**src/rtl/note_encoder.sv**
```systemverilog
// note_encoder: 16-key keyboard front end. Synchronises and debounces the raw
// key switches, then tracks the sounding note with last-note priority and
// emits registered note code plus attack/release pulses.
// Optional build macro NOTE_ENCODER_HOLD_EN: when defined, cn keeps the last
// note value after playing ends instead of returning to the idle code 16.
module note_encoder #(
  parameter int TICK_DIV = 50000,
  parameter int DEB_CNT  = 4
) (
  input  logic        clk,
  input  logic        resetn,
  input  logic [15:0] keys,
  output logic [4:0]  cn,
  output logic        note_valid,
  output logic        note_on,
  output logic        note_off
);

  localparam int          TW        = $clog2(TICK_DIV);
  localparam logic [TW-1:0] TICK_LAST = TW'(TICK_DIV - 1);
  localparam logic [3:0]  DEB_LIM   = 4'(DEB_CNT);
  localparam logic [4:0]  NO_NOTE   = 5'd16;

  typedef enum logic {IDLE, PLAYING} state_t;

  logic [15:0]   sync_p0;
  logic [15:0]   sync_p1;
  logic [TW-1:0] tick_q;
  logic          tick;
  logic [15:0]   stable_q;
  logic [15:0]   stable_nxt;
  logic [3:0]    cnt_q   [16];
  logic [3:0]    cnt_nxt [16];
  logic [15:0]   press;
  logic [15:0]   release_ev;
  state_t        state_q;
  state_t        state_nxt;
  logic [4:0]    cn_nxt;
  logic          valid_nxt;
  logic          on_nxt;
  logic          off_nxt;

  // Lowest set bit index of a key vector; 16 when the vector is empty.
  function automatic logic [4:0] lowest_key(input logic [15:0] v);
    logic [4:0] idx;
    idx = NO_NOTE;
    for (int i = 15; i >= 0; i--) begin
      if (v[i]) idx = 5'(i);
    end
    return idx;
  endfunction

  // Two-flop synchroniser on every raw key line.
  always_ff @(posedge clk or negedge resetn) begin
    if (!resetn) begin
      sync_p0 <= '0;
      sync_p1 <= '0;
    end else begin
      sync_p0 <= keys;
      sync_p1 <= sync_p0;
    end
  end

  // Free-running sample tick divider, tick asserted on its last count.
  always_ff @(posedge clk or negedge resetn) begin
    if (!resetn) begin
      tick_q <= '0;
    end else if (tick) begin
      tick_q <= '0;
    end else begin
      tick_q <= tick_q + 1'b1;
    end
  end

  assign tick = (tick_q == TICK_LAST);

  // Per-key debounce: a key flips its stable level after DEB_CNT consecutive
  // disagreeing ticks; any agreeing tick restarts the count.
  always_comb begin
    stable_nxt = stable_q;
    for (int i = 0; i < 16; i++) begin
      cnt_nxt[i] = cnt_q[i];
      if (tick) begin
        if (sync_p1[i] != stable_q[i]) begin
          if (cnt_q[i] + 4'd1 == DEB_LIM) begin
            stable_nxt[i] = ~stable_q[i];
            cnt_nxt[i]    = 4'd0;
          end else begin
            cnt_nxt[i] = cnt_q[i] + 4'd1;
          end
        end else begin
          cnt_nxt[i] = 4'd0;
        end
      end
    end
  end

  // Debounced key levels and their disagreement counters.
  always_ff @(posedge clk or negedge resetn) begin
    if (!resetn) begin
      stable_q <= '0;
      cnt_q    <= '{default: 4'd0};
    end else begin
      stable_q <= stable_nxt;
      cnt_q    <= cnt_nxt;
    end
  end

  // Press/release events exist only in tick cycles since stable only moves then.
  assign press      = stable_nxt & ~stable_q;
  assign release_ev = stable_q & ~stable_nxt;

  // Note tracking: newest press wins; releasing the sounding note falls back
  // to the lowest still-held key, or ends playing when nothing is held.
  always_comb begin
    state_nxt = state_q;
    cn_nxt    = cn;
    valid_nxt = note_valid;
    on_nxt    = 1'b0;
    off_nxt   = 1'b0;
    case (state_q)
      IDLE: begin
        if (press != '0) begin
          state_nxt = PLAYING;
          cn_nxt    = lowest_key(press);
          valid_nxt = 1'b1;
          on_nxt    = 1'b1;
        end
      end
      PLAYING: begin
        if (press != '0) begin
          cn_nxt = lowest_key(press);
          on_nxt = 1'b1;
        end else if (release_ev[cn[3:0]]) begin
          if (stable_nxt != '0) begin
            cn_nxt = lowest_key(stable_nxt);
            on_nxt = 1'b1;
          end else begin
            state_nxt = IDLE;
            valid_nxt = 1'b0;
            off_nxt   = 1'b1;
`ifdef NOTE_ENCODER_HOLD_EN
            cn_nxt    = cn;
`else
            cn_nxt    = NO_NOTE;
`endif
          end
        end
      end
      default: begin
        state_nxt = IDLE;
        cn_nxt    = NO_NOTE;
        valid_nxt = 1'b0;
      end
    endcase
  end

  // Registered FSM state and outputs, updated at the edge that ends the tick.
  always_ff @(posedge clk or negedge resetn) begin
    if (!resetn) begin
      state_q    <= IDLE;
      cn         <= NO_NOTE;
      note_valid <= 1'b0;
      note_on    <= 1'b0;
      note_off   <= 1'b0;
    end else begin
      state_q    <= state_nxt;
      cn         <= cn_nxt;
      note_valid <= valid_nxt;
      note_on    <= on_nxt;
      note_off   <= off_nxt;
    end
  end

endmodule
```
**config.mk**
```make
export PLATFORM = sky130hd
export DESIGN_NAME = note_encoder
export DESIGN_NICKNAME = d
export VERILOG_FILES = /design/src/rtl/note_encoder.sv
export SDC_FILE = /design/constraint.sdc
export NUM_CORES = 1
export LEC_CHECK = 0
export CORE_ASPECT_RATIO = 1.25
export CORE_MARGIN = 1.5
export CORE_UTILIZATION = 50
export CTS_CLUSTER_SIZE = 24
export DETAILED_ROUTE_END_ITERATION = 8
export PLACE_DENSITY = 0.67
export SLEW_MARGIN = 20
export SYNTH_ARGS = -nofsm -noshare
export SYNTH_HDL_FRONTEND = slang
export SYNTH_SLANG_ARGS = --single-unit
```
**constraint.sdc**
```tcl
create_clock -name clk -period 5.5 [get_ports clk]
set_input_delay 1.1 -clock clk [delete_from_list [all_inputs] [get_ports clk]]
set_output_delay 1.1 -clock clk [all_outputs]
set_load 0.005 [all_outputs]
```
==> flow_summary_export.csv, run 1 <==
group,metric,value,unit
status,run_status,"complete, no violations",
timing,fin_skew,0.01374,ns
cells_and_area,fin_area,8976,um^2
place,io_buffers,25,
route,drt-vias-per-instance,5.954,
floorplan,core,15140,um^2
logic_synthesis,synthDistinctLibCells,71,
global_routing,grtUsageTotal,0.2444,
timing,worst_pin_slew,1.037,ns
floorplan,die_x,114.9,um
cells_and_area,n_antenna_cell,0,
setup_path,critPathKind,"register to register",
route,vias,6490,
logic_synthesis,synth-edff-count,0,
floorplan,die_h,142.9,um
hold_path,hold_class,"register to register",
pwr,leakage,0.004149,uW
route,ant_nets,0,
place,gp_congestion,0.8783,
logic_synthesis,synth_ff_type,"dfrtp_1",
pwr,ir_drop,190.2,uV
logic_synthesis,synth-async-reset-ratio,1.000,
logic_synthesis,synth-seq-cells,137,
route,drc_errors,0,
setup_path,critPathLaunchType,"register",
logic_synthesis,synth-seq-area-share,0.4379,
timing,setup_tns,0,ns
setup_path,path_max_fanout,11,
timing,setup_violations,0,
cts,htreeDepth,4,
place,hpwl,12.89,mm
cts,post_cts_buffers,0,
timing,fin_crit,4.186,ns
global_routing,grt_pass1_vias,6582,
run,cap_violations,0,
logic_synthesis,netlist_area,7831,um^2
route,wl_per_cell,17.23,um
cts,cts_resized,0,
setup_path,cp-end-kind,"register",
cells_and_area,layout_common_cells,"nand2_1, dfrtp_1, nand3_1",
cts,clkTransAtPathRegs,0.06,ns
timing,maxSlewHeadroom,0.3027,
logic_synthesis,syn_nets,883,
timing,fmax,0.2389,GHz
cells_and_area,layout-drive-gt1-share,0.07823,
cts,tritoncts,"built",
global_routing,grt_pass1_wl,31.56,mm
global_routing,grt.busiest_layer,"met2",
global_routing,grt_util_met2,0.4173,
floorplan,die-area,16430,um^2
cts,hold_buffers,0,
cells_and_area,syn_to_final_growth,14.62,%
cells_and_area,fin_nets,921,
cts,insertion_delay,0.42,ns
floorplan,initial_utilization,0.5173,
setup_path,required,5.81,ns
cts,cts.sinks,137,
cells_and_area,layout_commonest_cell,"nand2_1",
global_routing,grt_util_met1,0.2962,
route,drt_iter0_drc,332,
floorplan,ios,26,
global_routing,grt_max_degree,97,
logic_synthesis,yosys_warnings,0,
route,dr.pass1.iters,5,
floorplan,row_count,50,
timing,slew_viol_final,0,
global_routing,use_met3,0.04584,
logic_synthesis,syn_inst,832,
global_routing,antenna_found_initial,0,
cts,clock_path_buffers,2,
cts,root_buffer,"clkbuf_16",
timing,hold_viol,0,
timing,rsz0062_at_grt,"false",
cts,cts_buffers,17,
pwr,power.density,248.6,nW/um^2
route,routed_wl,18.78,mm
global_routing,overflow,0,
place,placed_area,8381,um^2
setup_path,crit_arrival,4.49,ns
timing,post-route-period-util,0.7611,
logic_synthesis,synth_area_per_cell,9.413,um^2
[per-layer routing]
layer | up-vias | routed length (um) | part of all wire
li1 | 3098 | - | -
met1 | 3183 | 8131 | 0.43
met2 | 168 | 9434 | 0.50
met3 | 41 | 711 | 0.038
met4 | 0 | 500 | 0.027
met5 | - | 0 | 0
[Yosys cell counts, types with 15 or more instances]
cell      count  area [um^2]
o21ai_0      50        250.2
inv_1        22        82.58
nor2_1       32        120.1
nor2b_1      23        143.9
nand2_1     161        604.3
clkbuf_1     15        56.30
dfrtp_1     136         3403
ha_1         33        412.9
nand3b_1     27        202.7
xor2_1       29        254.0
nand3_1      60        300.3
o31ai_1      27        202.7
[logic make-up after synthesis]
kind of cell | synth area share
buffers and inverters | 0.02013
adder cells (fa/ha/maj) | 0.05272
AND/OR/NAND/NOR | 0.2823
flip-flops | 0.4379
AO/OA/AOI/OAI | 0.1448
XOR/XNOR | 0.03914
multiplexers | 0.02301
[power by group]
part           internal [uW]  switching [uW]  leakage, uW
logic                   19.2            37.9      0.00204
registers               1020            9.04      0.00182
clock network            722             423     0.000282
total                   1760             470      0.00415
[final timing paths]
check                           start         end  slack (ns)  cells after the start
max in group asynchronous      resetn   cnt_q[43]        3.64                      2
min in group asynchronous      resetn   cnt_q[20]        0.75                      1
min                        sync_p0[0]  sync_p1[0]        0.35                      0
min reg2reg                sync_p0[0]  sync_p1[0]        0.35                      0
max reg2reg                tick_q[12]       cn[2]        1.31                     12
max                        tick_q[12]       cn[2]        1.31                     12
[worst max-delay path, stage by stage, from the launching register on]
cell,delay (ns)
dfrtp_1,0.44
or4b_1,0.62
nor4_2,0.93
nand3_1,0.25
nand4_1,0.23
nor4_1,0.07
buf_4,0.17
ha_1,0.21
nand2_1,0.07
a21oi_1,0.04
a311oi_2,0.60
o311ai_0,0.27
o21a_1,0.17
[per-stage QoR]
stage	utilization	setup slack, ns	instances	hold WS [ns]	total power, uW
floorplan	-	2.120	832	0.3312	1063
global placement	0.5536	1.657	1059	0.3320	1104
detailed placement	0.5536	1.398	1059	0.3355	1105
CTS	0.5929	1.387	1090	0.3488	2258
global route	0.5929	1.051	1090	0.3531	2305
finish	0.5929	1.314	1090	0.3474	2231
[area by class of cell]
class	count	area, um^2
Fill cell	1322	6163
Tap cell	208	260.3
Timing Repair Buffer	38	349.1
Clock inverter	11	148.9
Sequential cell	137	3430
Multi-Input combinational cell	654	4259
Inverter	22	82.58
Clock buffer	20	446.7
[flip-flops by register name, indices dropped and copies added (netlist names), 5 cells and up]
register and cells:
cnt_q 64, stable_q 16, sync_p0 16, sync_p1 16, tick_q 16, cn 5
Note: power is estimated with default switching activity, not from simulation.
==> run 2: changes to the inputs <==
==> constraint.sdc (replaced) <==
create_clock -name clk -period 3.9 [get_ports clk]
set_input_delay 0.78 -clock clk [delete_from_list [all_inputs] [get_ports clk]]
set_output_delay 0.78 -clock clk [all_outputs]
set_load 0.005 [all_outputs]
==> run 2 against run 1 <==
Power up 43%. Clock power is 46% higher. Global-route usage shrank 0.60 points. Cell area is 0.96% higher. Clock skew shrank 0.0024 ns. Sequential share of layout area shrank 0.36 points. Worst hold slack hardly changed. Worst setup slack worse by 0.93 ns. Final cell count grew 0.55%. Clock-buffer cell count is 1 higher. Wire length is 3.3% lower. Maximum frequency increased by 19%. Largest power group unchanged. Largest cell class unchanged.
==> flow_summary_export.csv, run 2 (synthesis results as in run 1) <==
group,metric,value,unit
status,run_status,"complete, no violations",
timing,setup_violations,0,
cells_and_area,utilization,0.5986,
floorplan,ios,26,
timing,fmax,0.2840,GHz
pwr,ir_drop,271.5,uV
cts,cts.sinks,137,
cts,clock_path_buffers,2,
setup_path,critPathLaunchType,"register",
cells_and_area,multi_input_area,4259,um^2
cells_and_area,syn_to_final_growth,15.72,%
cts,root_buffer,"clkbuf_16",
setup_path,worst_r2r_endpoint,"cn[0]",
timing,hold_viol,0,
setup_path,path_depth,13,
route,drt_iter0_drc,433,
timing,worst_pin_slew,0.8777,ns
cts,post_cts_buffers,0,
route,vias,6462,
setup_path,required,4.25,ns
cells_and_area,layout_common_cells,"nand2_1, dfrtp_1, nand3_1",
setup_path,worstReg2RegStart,"tick_q[12]",
cells_and_area,seq_area,3430,um^2
setup_path,path_max_fanout,40,
pwr,intPower,2505,uW
floorplan,initial_utilization,0.5173,
global_routing,grt_pass1_vias,6354,
global_routing,grtUsageTotal,0.2384,
setup_path,critPathKind,"register to register",
timing,fin_crit,3.521,ns
place,gp_congestion,0.8811,
route,drt-vias-per-instance,5.896,
setup_path,endpoint,"cn[0]",
run,cap_violations,0,
pwr,power,3193,uW
setup_path,cp-end-kind,"register",
timing,hold_slack,0.3477,ns
setup_path,crit_start,"tick_q[12]",
timing,fin_skew,0.01135,ns
cts,cts_buffers,17,
setup_path,crit_arrival,3.87,ns
global_routing,antenna_found_initial,0,
setup_path,r2r_slack,0.38,ns
setup_path,path_buf_inv,2,
floorplan,die-area,16430,um^2
cells_and_area,largest-register,"cnt_q",
timing,finalWorstSetupSlack,0.3790,ns
hold_path,hold_class,"register to register",
timing,rsz0062_at_grt,"false",
cells_and_area,fillers,1327,
place,io_buffers,25,
setup_path,critical_path.top_delay_family,"simple AND/OR/NAND/NOR gates",
pwr,leakage,0.004196,uW
timing,maxSlewHeadroom,0.4099,
route,drc_errors,0,
route,ant_nets,0,
cts,cts_resized,0,
route,dr.pass1.iters,5,
global_routing,grt_pass1_wl,30.65,mm
pwr,switchingPower,688.2,uW
place,hpwl,12.42,mm
global_routing,grt_max_degree,89,
cts,hold_buffers,0,
floorplan,row_count,50,
cells_and_area,largest_reg_flops,64,
route,wl_per_cell,16.57,um
cells_and_area,layout_commonest_cell,"nand2_1",
floorplan,die_x,114.9,um
timing,post-route-period-util,0.9028,
route,routed_wl,18.16,mm
pwr,power.density,352.4,nW/um^2
floorplan,die_h,142.9,um
pwr,pwr-share-seq,0.455,
pwr,p_comb_frac,0.025,
cells_and_area,layout-drive-gt1-share,0.08446,
place,place_ws,0.4145,ns
cts,tritoncts,"built",
setup_path,reg2reg_depth,13,
setup_path,crit_path_max_incr_delay,0.62,ns
setup_path,slowest_stage,"or4b_1",
timing,setup_tns,0,ns
hold_path,holdCritStartpoint,"sync_p0[13]",
cts,htreeDepth,4,
timing,slew_viol_final,0,
floorplan,core,15140,um^2
pwr,netSwitchingFraction,0.2155,
cells_and_area,fin_nets,926,
global_routing,overflow,0,
cts,clkTransAtPathRegs,0.06,ns
cts,insertion_delay,0.43,ns
pwr,clkPwrFrac,0.520,
cells_and_area,n_antenna_cell,0,
setup_path,worstPathCellList,"or4b_1 -> nor4_2 -> buf_12 -> and3_1 -> a221o_1 -> nor4_1 -> ha_1 -> nand2_1 -> a21oi_1 -> a311oi_2 -> buf_4 -> nor2_1 -> a31oi_1",
-- run 2: cell types whose count changed in the layout (fill, tap and decap cells not counted) --
cell and delta:
clkinv_2 +1, clkinvlp_4 -1, clkbuf_8 +1, buf_4 +2, buf_12 +3
-- run 2: final cells by class --
class,instances,area share
clock buffer,21,0.05081
clock inverter,11,0.01615
inverter,22,0.009112
multi-input combinational,654,0.4700
sequential,137,0.3784
tap,208,0.02872
timing repair buffer,43,0.04680
-- run 2: how the worst min path moves through the flow --
stage | to | cells after the start
6_report | sync_p1[13] | 0
5_1_grt | sync_p1[0] | 0
4_1_cts | sync_p1[0] | 0
3_5_place_dp | sync_p1[13] | 0
3_3_place_gp | sync_p1[9] | 0
2_1_floorplan | sync_p1[0] | 0
-- run 2: layer usage --
layer  share of wire  GRT usage
met3           0.042    0.04669
met2            0.49     0.3941
met1            0.44     0.3082
met5               0          0
met4           0.020    0.09357
-- run 2: power by group through the flow --
stage          logic (uW)  clock network [uW]  registers, uW
2_1_floorplan        26.6                   0           1470
3_3_place_gp         80.7                   0           1480
3_5_place_dp         83.1                   0           1480
4_1_cts              83.8                1690           1450
5_1_grt              93.5                1760           1450
6_report             80.9                1660           1450
-- run 2: stage by stage --
step | area [um^2] | instances
after floorplan | 7831 | 832
after global placement | 8456 | 1064
after detailed placement | 8456 | 1064
after CTS | 9062 | 1096
after global routing | 9062 | 1096
final | 9062 | 1096
-- run 2: worst reg2reg max path, cell delays in order, from the launching register on --
cell	delay, ns
dfrtp_1	0.43
or4b_1	0.62
nor4_2	0.43
buf_12	0.27
and3_1	0.20
a221o_1	0.18
nor4_1	0.09
ha_1	0.21
nand2_1	0.07
a21oi_1	0.04
a311oi_2	0.46
buf_4	0.22
nor2_1	0.04
a31oi_1	0.16
==> run 3: changes to the inputs <==
--- a/config.mk
+++ b/config.mk
@@ -6,11 +6,11 @@
 export NUM_CORES = 1
 export LEC_CHECK = 0
 export CORE_ASPECT_RATIO = 1.25
-export CORE_MARGIN = 1.5
 export CORE_UTILIZATION = 50
 export CTS_CLUSTER_SIZE = 24
 export DETAILED_ROUTE_END_ITERATION = 8
 export PLACE_DENSITY = 0.67
+export RECOVER_POWER = 25
 export SLEW_MARGIN = 20
 export SYNTH_ARGS = -nofsm -noshare
 export SYNTH_HDL_FRONTEND = slang
==> run 3 against run 2 <==
The run now ends with capacitance limit, slew limit left. Sequential power is essentially flat. First-iteration DRC count shrank 4.4%. Clock power shrank 6%. Cell area shrank 0.79%. Die area shrank 1.6%. Largest cell class unchanged.
==> flow_summary_export.csv, run 3 (synthesis results as in run 1) <==
group,metric,value,unit
cts,clkTransAtPathRegs,0.06,ns
pwr,switchingPower,673.7,uW
cts,cts_resized,0,
route,drt-vias-per-instance,5.963,
setup_path,cp-end-kind,"register",
cts,clock_path_buffers,2,
cts,cts_buffers,17,
floorplan,ios,26,
cells_and_area,syn_to_final_growth,14.81,%
floorplan,row_count,50,
cells_and_area,utilization,0.5939,
setup_path,required,4.24,ns
cells_and_area,fin_nets,924,
route,drc_errors,0,
pwr,leakage,0.004158,uW
place,place_ws,0.4714,ns
cells_and_area,layout-drive-gt1-share,0.08145,
timing,maxSlewHeadroom,-0.2342,
global_routing,grt_util_met1,0.3030,
floorplan,core,15140,um^2
setup_path,r2r_slack,0.38,ns
timing,slew_viol_final,72,
cts,cts.sinks,137,
place,io_buffers,25,
cts,hold_buffers,0,
timing,hold_viol,0,
global_routing,grt_pass1_vias,6357,
status,run_status,"complete, but fails checks",
route,drt_iter0_drc,414,
floorplan,die-area,16170,um^2
setup_path,path_max_fanout,40,
pwr,netSwitchingFraction,0.2183,
route,wl_per_cell,16.89,um
cts,tritoncts,"built",
timing,setup_tns,0,ns
cts,root_buffer,"clkbuf_16",
cells_and_area,fin_area,8991,um^2
place,placed_area,8428,um^2
place,hpwl,12.76,mm
cells_and_area,n_antenna_cell,0,
route,routed_wl,18.44,mm
global_routing,grt_pass1_wl,30.58,mm
cells_and_area,layout_commonest_cell,"nand2_1",
hold_path,hold_class,"register to register",
pwr,intPower,2413,uW
cts,htreeDepth,4,
timing,post-route-period-util,0.9019,
cells_and_area,seq_area,3430,um^2
global_routing,grt.busiest_layer,"met2",
pwr,pwr-share-seq,0.470,
route,dr.pass1.iters,6,
pwr,clkPwrFrac,0.505,
cells_and_area,fillers,1308,
route,vias,6512,
cells_and_area,largest-register,"cnt_q",
status,violations,"capacitance limit, slew limit",
route,ant_nets,0,
timing,fmax,0.2843,GHz
cts,post_cts_buffers,0,
setup_path,crit_arrival,3.86,ns
cells_and_area,layout_common_cells,"nand2_1, dfrtp_1, nand3_1",
cells_and_area,largest_reg_flops,64,
timing,setup_violations,0,
timing,fin_crit,3.517,ns
setup_path,critPathKind,"register to register",
place,gp_congestion,0.9073,
pwr,power.density,343.3,nW/um^2
global_routing,overflow,0,
run,cap_violations,1,
timing,hold_slack,0.3459,ns
pwr,p_comb_frac,0.025,
pwr,ir_drop,290.1,uV
setup_path,critPathLaunchType,"register",
global_routing,antenna_found_initial,0,
timing,finalWorstSetupSlack,0.3825,ns
global_routing,grt_max_degree,73,
cells_and_area,multi_input_area,4259,um^2
global_routing,grt_util_met2,0.4086,
cts,insertion_delay,0.42,ns
timing,worst_pin_slew,1.851,ns
timing,fin_skew,0.007692,ns
floorplan,die_x,113.9,um
floorplan,die_h,141.9,um
global_routing,grtUsageTotal,0.2415,
timing,rsz0062_at_grt,"false",
global_routing,use_met3,0.04870,
floorplan,initial_utilization,0.5173,
## run 3: power by group through the flow
stage / clock [uW] / sequential [uW] / combinational, uW
6_report: 1560 / 1450 / 77.4
5_1_grt: 1650 / 1450 / 89.5
4_1_cts: 1590 / 1450 / 83.6
3_5_place_dp: 0 / 1480 / 83.2
3_3_place_gp: 0 / 1480 / 81.4
2_1_floorplan: 0 / 1470 / 26.6
## run 3: per-layer routing
metal	up-vias	share of wire
li1	3101	-
met5	-	0
met1	3200	0.44
met2	169	0.49
met4	0	0.022
met3	42	0.044
## run 3: final timing paths
| check | endpoint | start | cells after the start |
|---|---|---|---|
| hold reg to reg | sync_p1[12] | sync_p0[12] | 0 |
| setup reg to reg | cn[0] | tick_q[12] | 13 |
| min in group asynchronous | cnt_q[30] | resetn | 1 |
| setup / recovery | cn[0] | tick_q[12] | 13 |
| max in group asynchronous | sync_p0[3] | resetn | 2 |
| hold / removal | sync_p1[12] | sync_p0[12] | 0 |
## run 3: metrics by stage
stage	power [uW]	std cells
6_report	3086	1092
5_1_grt	3191	1092
4_1_cts	3121	1092
3_5_place_dp	1560	1062
3_3_place_gp	1557	1062
2_1_floorplan	1499	832
## run 3: final cells by class
class                      instances  area share
clock inverter                    11     0.01406
clock buffer                      19     0.04926
multi-input combinational        654      0.4737
inverter                          22    0.009185
tap                              208     0.02895
sequential                       137      0.3814
timing repair buffer              41     0.04342
## run 3: worst max-delay path: stages (launching register included)
cell and delay (ns):
dfrtp_1 0.43, or4b_1 0.63, nor4_2 0.42, buf_12 0.27
and3_1 0.18, a221o_1 0.17, nor4_1 0.09, ha_1 0.22
nand2_1 0.07, a21oi_1 0.04, a311oi_2 0.47, buf_4 0.22
nor2_1 0.04, a31oi_1 0.16
